`config.mk`:
```
export PLATFORM = sky130hd
export DESIGN_NAME = mips_trace_buffer
export DESIGN_NICKNAME = d
export VERILOG_FILES = /design/src/rtl/mips_trace_pkg.sv /design/src/rtl/trace_fifo.sv /design/src/rtl/mips_trace_buffer.sv
export SDC_FILE = /design/constraint.sdc
export NUM_CORES = 1
export LEC_CHECK = 0
export BUFFER_PORTS_ARGS = -buffer_cell sky130_fd_sc_hd__buf_2
export CORE_AREA = 5 5 343 379
export CTS_BUF_LIST = sky130_fd_sc_hd__clkbuf_8 sky130_fd_sc_hd__clkbuf_16
export CTS_CLUSTER_SIZE = 20
export DETAILED_ROUTE_END_ITERATION = 10
export DIE_AREA = 0 0 348 384
export PLACE_DENSITY = 0.39
export SYNTH_ARGS = -nofsm -noshare
export SYNTH_HDL_FRONTEND = slang
export SYNTH_HIERARCHICAL = 1
export SYNTH_SLANG_ARGS = --single-unit
```
`constraint.sdc`:
```
create_clock -name clock -period 9.3 [get_ports clock]
set_input_delay 0.465 -clock clock [delete_from_list [all_inputs] [get_ports clock]]
set_output_delay 0.465 -clock clock [all_outputs]
set_load 0.1 [all_outputs]
```
`src/rtl/mips_trace_pkg.sv`:
```
// mips_trace_pkg: shared types for the MIPS trace buffer.
// Build option: define TRACE_TIMESTAMP_EN to add a 32-bit cycle timestamp
// to each record (4 stream words per record instead of 3).
package mips_trace_pkg;

    typedef enum logic [2:0] {
        IDLE,
        W_PC,
        W_ULA,
        W_MEM,
        W_TS
    } trace_state_t;

`ifdef TRACE_TIMESTAMP_EN
    localparam int RECORD_WORDS = 4;

    typedef struct packed {
        logic [31:0] pc;
        logic [31:0] ula;
        logic [31:0] dmem;
        logic [31:0] ts;
    } trace_rec_t;
`else
    localparam int RECORD_WORDS = 3;

    typedef struct packed {
        logic [31:0] pc;
        logic [31:0] ula;
        logic [31:0] dmem;
    } trace_rec_t;
`endif

    localparam int RECORD_W = $bits(trace_rec_t);

endpackage

```
`src/rtl/trace_fifo.sv`:
```
// trace_fifo: generic synchronous FIFO. A push into a full FIFO is accepted
// when a pop completes in the same cycle; pops of an empty FIFO are ignored.
module trace_fifo #(
    parameter int DEPTH = 8,
    parameter int WIDTH = 96,
    localparam int AW = $clog2(DEPTH),
    localparam int LW = AW + 1
) (
    input  logic             clock,
    input  logic             reset,
    input  logic             push,
    input  logic             pop,
    input  logic [WIDTH-1:0] din,
    output logic [WIDTH-1:0] dout,
    output logic             full,
    output logic             empty,
    output logic [LW-1:0]    level
);

    logic [WIDTH-1:0] mem [DEPTH];
    logic [AW-1:0]    wr_ptr;
    logic [AW-1:0]    rd_ptr;
    logic             do_push;
    logic             do_pop;

    assign full    = (level == LW'(DEPTH));
    assign empty   = (level == '0);
    assign do_pop  = pop && !empty;
    assign do_push = push && (!full || do_pop);
    assign dout    = mem[rd_ptr];

    // Storage array; contents need no reset since level gates every read.
    always_ff @(posedge clock) begin
        if (do_push) begin
            mem[wr_ptr] <= din;
        end
    end

    // Pointers wrap naturally because DEPTH is a power of two.
    always_ff @(posedge clock) begin
        if (reset) begin
            wr_ptr <= '0;
            rd_ptr <= '0;
            level  <= '0;
        end else begin
            if (do_push) begin
                wr_ptr <= wr_ptr + AW'(1);
            end
            if (do_pop) begin
                rd_ptr <= rd_ptr + AW'(1);
            end
            case ({do_push, do_pop})
                2'b10:   level <= level + LW'(1);
                2'b01:   level <= level - LW'(1);
                default: level <= level;
            endcase
        end
    end

endmodule

```
`src/rtl/mips_trace_buffer.sv`:
```
// mips_trace_buffer: passive trace observer for mips_top. Captures
// {PC, ULA, MEM} records into a FIFO and streams them out as 32-bit words.
// Records arriving with no room are dropped and counted.
// Build option: TRACE_TIMESTAMP_EN appends a cycle timestamp word per record.
//
// state | meaning
// IDLE  | no record being streamed
// W_PC  | presenting head record PC word
// W_ULA | presenting head record ULA word
// W_MEM | presenting head record data-memory word
// W_TS  | presenting head record timestamp word (timestamp build only)
module mips_trace_buffer
    import mips_trace_pkg::*;
#(
    parameter int DEPTH  = 8,
    parameter int DROP_W = 16
) (
    input  logic                     clock,
    input  logic                     reset,
    input  logic                     cap_en,
    input  logic [31:0]              pc_in,
    input  logic [31:0]              ula_in,
    input  logic [31:0]              dmem_in,
    output logic [31:0]              out_data,
    output logic                     out_valid,
    input  logic                     out_ready,
    output logic                     out_last,
    output logic                     overflow,
    output logic [DROP_W-1:0]        drop_cnt,
    output logic [$clog2(DEPTH):0]   level
);

    localparam int LW = $clog2(DEPTH) + 1;

    trace_state_t state;
    trace_state_t state_next;
    trace_rec_t   wr_rec;
    trace_rec_t   head;
    logic         full;
    logic         empty;
    logic         pop;
    logic         push_acc;
    logic         more;

`ifdef TRACE_TIMESTAMP_EN
    logic [31:0] ts;

    // Free-running cycle counter, wraps at 2^32.
    always_ff @(posedge clock) begin
        if (reset) begin
            ts <= '0;
        end else begin
            ts <= ts + 32'd1;
        end
    end

    assign wr_rec = '{pc: pc_in, ula: ula_in, dmem: dmem_in, ts: ts};
`else
    assign wr_rec = '{pc: pc_in, ula: ula_in, dmem: dmem_in};
`endif

    assign push_acc = cap_en && (!full || pop);
    // Another record will be at the head after this pop: one already queued
    // behind it, or one being captured right now (always fits when popping).
    assign more     = (level > LW'(1)) || cap_en;

    trace_fifo #(
        .DEPTH (DEPTH),
        .WIDTH (RECORD_W)
    ) u_fifo (
        .clock (clock),
        .reset (reset),
        .push  (cap_en),
        .pop   (pop),
        .din   (wr_rec),
        .dout  (head),
        .full  (full),
        .empty (empty),
        .level (level)
    );

    // Stream FSM state register.
    always_ff @(posedge clock) begin
        if (reset) begin
            state <= IDLE;
        end else begin
            state <= state_next;
        end
    end

    // Next state, word mux and pop. IDLE also leaves on a capture into an
    // empty FIFO so the first word is valid the cycle after capture.
    always_comb begin
        state_next = state;
        out_valid  = 1'b0;
        out_last   = 1'b0;
        out_data   = '0;
        pop        = 1'b0;
        case (state)
            IDLE: begin
                if (!empty || cap_en) begin
                    state_next = W_PC;
                end
            end
            W_PC: begin
                out_valid = 1'b1;
                out_data  = head.pc;
                if (out_ready) begin
                    state_next = W_ULA;
                end
            end
            W_ULA: begin
                out_valid = 1'b1;
                out_data  = head.ula;
                if (out_ready) begin
                    state_next = W_MEM;
                end
            end
            W_MEM: begin
                out_valid = 1'b1;
                out_data  = head.dmem;
`ifdef TRACE_TIMESTAMP_EN
                if (out_ready) begin
                    state_next = W_TS;
                end
`else
                out_last = 1'b1;
                if (out_ready) begin
                    pop        = 1'b1;
                    state_next = more ? W_PC : IDLE;
                end
`endif
            end
            W_TS: begin
`ifdef TRACE_TIMESTAMP_EN
                out_valid = 1'b1;
                out_data  = head.ts;
                out_last  = 1'b1;
                if (out_ready) begin
                    pop        = 1'b1;
                    state_next = more ? W_PC : IDLE;
                end
`else
                state_next = IDLE;
`endif
            end
            default: state_next = IDLE;
        endcase
    end

    // Sticky overflow flag and saturating drop counter.
    always_ff @(posedge clock) begin
        if (reset) begin
            overflow <= 1'b0;
            drop_cnt <= '0;
        end else if (cap_en && !push_acc) begin
            overflow <= 1'b1;
            if (drop_cnt != '1) begin
                drop_cnt <= drop_cnt + DROP_W'(1);
            end
        end
    end

endmodule
```
### Word level (Yosys, flattened, before mapping)

Memories as Yosys holds them, arrays and structs flattened. A register that Yosys moved wholly into a read port is not among the register bits.
Cells that the tools add are included.

| operators by class | value |
|---|---|
| eq/ne operators | 11 |
| add/subtract/negate cells | 5 |
| reductions and logical operators | 17 |
| order comparisons | 1 |
| mux-type cells | 16 |

Operator list:

| cell | number |
|---|---|
| $pmux W32 S3 | 1 |
| $mux W3 | 6 |
| $add A16 B1 Y16 const B | 1 |
| $ne A16 B16 Y1 const B | 1 |
| $pmux W3 S4 | 1 |
| $ne A2 B2 Y1 const B | 4 |
| $pmux W4 S2 | 1 |
| $mux W1 | 7 |
| $add A3 B1 Y3 const B | 2 |
| $eq A3 B2 Y1 const B | 2 |
| $add A4 B1 Y4 const B | 1 |
| $eq A4 B4 Y1 const B | 1 |
| $gt A4 B1 Y1 const B | 1 |
| $logic_and A1 B1 Y1 | 4 |
| $logic_not A4 Y1 | 1 |
| $logic_or A1 B1 Y1 | 4 |
| $reduce_and A4 Y1 | 1 |
| $sub A4 B1 Y4 const B | 1 |
| $eq A3 B1 Y1 const B | 1 |
| $logic_not A1 Y1 | 3 |
| $logic_not A3 Y1 | 1 |
| $reduce_or A3 Y1 | 1 |
| $eq A2 B1 Y1 const B | 1 |
| $eq A2 B2 Y1 const B | 1 |
| other kinds (2) | 2 |

| word-level totals | value |
|---|---|
| flip-flop bits (word level) | 30 |
| word-level logic and storage cells | 57 |
| input port bits | 100 |
| memories kept | 1 |
| output and inout bits | 55 |
| memory bits (writable) | 768 |

Memory list:

| name | words | bits a word | read ports | clocked after memory_dff | write ports | line | source |
|---|---|---|---|---|---|---|---|
| u_fifo.mem | 8 | 96 | 1 | 1 | 1 | trace_fifo.sv:20 | `logic [WIDTH-1:0] mem [DEPTH];` |

### Longest topological paths before layout

| depth | value |
|---|---|
| depth in word-level cells | 7 |
| gate-level depth with buffers | 13 |
| gate-level depth less buffers | 11 |

### Hierarchy

The synthesis kept the hierarchy.

Modules (own cells, without submodules):

| module | instances | area each (um2) | cells an instance | seq. area each (um2) |
|---|---|---|---|---|
| trace_fifo | 1 | 29549.6 | 1196 | 23322.4 |
| mips_trace_buffer | 1 | 1624.1 | 203 | 380.4 |

### Least setup slack after synthesis

Ideal clock, no wire load.

| timing | value |
|---|---|
| path kind | register -> register |
| from | register state[1] |
| to | memory u_fifo.mem[0][0], enable pin |
| clock period less this slack | 9.659 ns |
| data required time | 8.631 ns |
| stages on the path, launching flop included | 10 |
| setup time | 0.669 ns |
| arrival | 8.990 ns |
| buffers on the path | 2 |
| path slack | -0.359 ns |
| cell sequence | dfxtp_1 ha_1 clkbuf_1 nand2_2 inv_1 clkbuf_1 nand2b_1 o21ai_1 or2_1 nor3_1 |

| between the ends | value |
|---|---|
| cells in the longest elaborated chain, start to end | 7 |

Ends and longest elaborated chain:

| item | line | source |
|---|---|---|
| start: declaration | mips_trace_buffer.sv:35 | `trace_state_t state;` |
| start signal: assignment | mips_trace_buffer.sv:87 | `state <= state_next;` |
| $eq A3 B2 Y1 | mips_trace_buffer.sv:99 | `case (state)` |
| $mux W1 | mips_trace_buffer.sv:99 |  |
| via pop | mips_trace_buffer.sv:41 | `logic pop;` |
| $logic_and A1 B1 Y1 | trace_fifo.sv:28 | `assign do_pop = pop && !empty;` |
| $logic_or A1 B1 Y1 | trace_fifo.sv:29 | `assign do_push = push && (!full \|\| do_pop);` |
| $logic_and A1 B1 Y1 | trace_fifo.sv:29 |  |
| $mux W1 | trace_fifo.sv:34 | `if (do_push) begin` |
| $mux W1 (implied by the code) | trace_fifo.sv:35 | `mem[wr_ptr] <= din;` |
| end: declaration | trace_fifo.sv:20 |  |

The timed path passes the listed nets, and every way through them passes these cells.

==> results_dict.tcl <==
set metrics [dict create \
    cp_top_family "buffers and inverters" \
    grt_pass1_wl_mm 117 \
    use_met3_pct 4.22 \
    use_met1_pct 16.0 \
    grt_pass1_vias 15715 \
    clockBufferDepth 3 \
    fin_skew_ps 19.7 \
    htree_levels 3 \
    fp.dieW_um 348 \
    postSynthCellCount 1399 \
    path_cells "buf_4 -> mux4_2 -> mux2_2 -> a222oi_1 -> nor2_1 -> buf_2" \
    slew_violations 0 \
    use_met2_pct 18.7 \
    arrival_ps 4710 \
    hold_depth 1 \
    syn_nets 1510 \
    synth_top_cell_by_area "edfxtp_1" \
    synth-edff-count 768 \
    syn_to_final_growth_pct 17.5 \
    cpMaxStageDelayCell "dfxtp_4" \
    slowest_delay_ps 940 \
    wl_mm 81.2 \
    crit_fanout 47 \
    synth_top_area_share_pct 74.0 \
    drtIter0Drc 988 \
    top_usage_layer "met2" \
    clkTransAtPathRegs_ps 60 \
    rsz0062_at_grt "false" \
    drtAntennaViolNets 0 \
    relSlewSlack_pct 25.8 \
    hold_viol 0 \
    nNetsFinal 1699 \
    worstRegToRegCells 8 \
    hold_path_startpoint "pc_in[9]" \
    drt-pass1-iter-count 7 \
    finalInstanceArea_um2 36600 \
    ctsHoldBuffers 0 \
    routedWlPerCell_um 24.4 \
    ys.flop_type "edfxtp_1" \
    yosysMostFrequentCell "edfxtp_1" \
    fp-row-count 137 \
    portBuffers 154 \
    r2r_slack_ps 5330 \
    cts_buffers 90 \
    max-cap-violations 0 \
    layout-drive-gt1-share_pct 36.7 \
    finalSetupTns_ps 0 \
    regArea_um2 23700 \
    seq_area_frac_synth_pct 76.0 \
    setup_viol 0 \
    post-route-period-util_pct 55.6 \
    gp_congestion 0.709 \
    ys_types 52 \
    ir_drop_v 0.000147 \
    placed_area_um2 33900 \
    avgSynthCellArea_um2 22.3 \
    tightest_slew_ps 1110 \
    insertion_delay_ps 660 \
    die_y_um 384 \
    antenna_found_initial 36 \
    yosysWarnings 6 \
    via_per_inst 4.48 \
    clockRootBuffer "clkbuf_16" \
    path_class "flop to primary output" \
    outcome "complete, no violations" \
    synthArstFlopShare_pct 0 \
    cts.sinks 800 \
    multiInputGateArea_um2 7060 \
    start_util_pct 24.8 \
    grt-ovfl-total 0 \
    grt.total_usage_pct 12.0 \
    post-route-drc-count 0 \
    p_leak_nw 11.3 \
    post_cts_resized 0 \
    hold-path-endpoint "u_fifo/mem[0][73]" \
    synth_area_leaders "edfxtp_1 74%, mux4_2 14%, mux2_2 3.5%, dfxtp_1 2.1%, a222oi_1 1.0%" \
    design.die.area_um2 134000 \
    hold_ws_ps 71.2 \
    boundaryPins 155 \
    grt_max_degree 97 \
    p_per_area_nw_per_um2 230 \
    nFillCells 12337 \
    critical_path_required_ps 8840 \
    synth_common_cells "768 x edfxtp_1, 192 x mux4_2, 98 x mux2_2" \
    vias 14897 \
    end_kind "primary output" \
    finalCriticalPeriod_ps 5170 \
    core_um2 126000 \
    start_kind "flop" \
    synth_seq_cells 800 \
    place_hpwl_mm 42.1 \
    rr_startpoint "state[1]" \
    cts_tree "done" \
    max_freq_mhz 193 \
    crit_buf_inv 2 \
    post-cts-setup-buffers 0 \
    reg2reg_to "u_fifo/mem[2][51]" \
    netlist_area_um2 31200 \
    hp-class "input pin to flop" \
]
layout by cell type (no fill, tap or decap), types with 13 or more instances in the layout:
cell type  synthesis  routed
clkinv_2           0      14
clkinv_1           0      21
buf_4              0      13
buf_2              7     154
edfxtp_1         768     768
nor2_1            55      49
mux2_2            98      98
a222oi_1          32      32
inv_1             11      31
mux4_2           192     192
clkbuf_16          0      90
dfxtp_1           32      29
metrics by stage:
stage	setup WS (ps)	util (%)	instances	power, mW
2_1_floorplan	2220	-	1399	4.88
3_3_place_gp	4560	27.0	3164	5.26
3_5_place_dp	4620	27.0	3164	5.26
4_1_cts	3870	29.1	3318	8.57
5_1_grt	3670	29.1	3318	8.76
6_report	4130	29.1	3326	8.42
routing by layer:
metal	vias up	share of wire [%]
li1	6336	-
met1	8040	44
met2	364	46
met3	133	7.2
met4	24	2.1
met5	-	0.22
area by class of cell:
class | instances | area share, %
Timing Repair Buffer | 175 | 2.81
Sequential cell | 800 | 64.8
Inverter | 11 | 0.113
Clock buffer | 90 | 6.15
Clock inverter | 64 | 1.14
Antenna cell | 8 | 0.0547
Tap cell | 1668 | 5.70
Multi-Input combinational cell | 510 | 19.3
cell families after synthesis:
logic type | share of synthesized area [%]
xor+xnor | 0.169
compound gates | 1.97
flops | 76.0
fa+ha+maj | 0.466
mux | 17.6
simple gates | 2.20
buf+inv | 1.58
worst max path at each step:
| stage | slack [ps] | cells past startpoint | to | start |
|---|---|---|---|---|
| 2_1_floorplan | 2220 | 9 | u_fifo/mem[4][0] | state[1] |
| 3_3_place_gp | 4560 | 6 | out_data[23] | flop |
| 3_5_place_dp | 4620 | 6 | out_data[23] | flop |
| 4_1_cts | 3870 | 6 | out_data[23] | flop |
| 5_1_grt | 3670 | 6 | out_data[23] | flop |
| 6_report | 4130 | 6 | out_data[11] | flop |
power breakdown:
group | leakage, nW | internal [mW] | switching (mW)
Combinational | 2.68 | 0.240 | 0.852
Clock | 1.40 | 1.88 | 1.38
Sequential | 7.24 | 4.04 | 0.0295
Total | 11.3 | 6.16 | 2.26
worst reg2reg max path, stage by stage, from the launching register on:
cell      delay, ps
dfxtp_1         380
ha_2            220
nand2_2         140
inv_1           280
nand2b_1        250
o21ai_1         130
or2_1           400
nor2_4          830
buf_4           850
flip-flops by register name (all words and copies together), names as in the netlist, named ones only:
name	count
drop_cnt	16
overflow	1
state	2
u_fifo/level	4
u_fifo/mem	768
u_fifo/rd_ptr	3
u_fifo/wr_ptr	3
No activity file was read; power rests on OpenSTA's default activity.
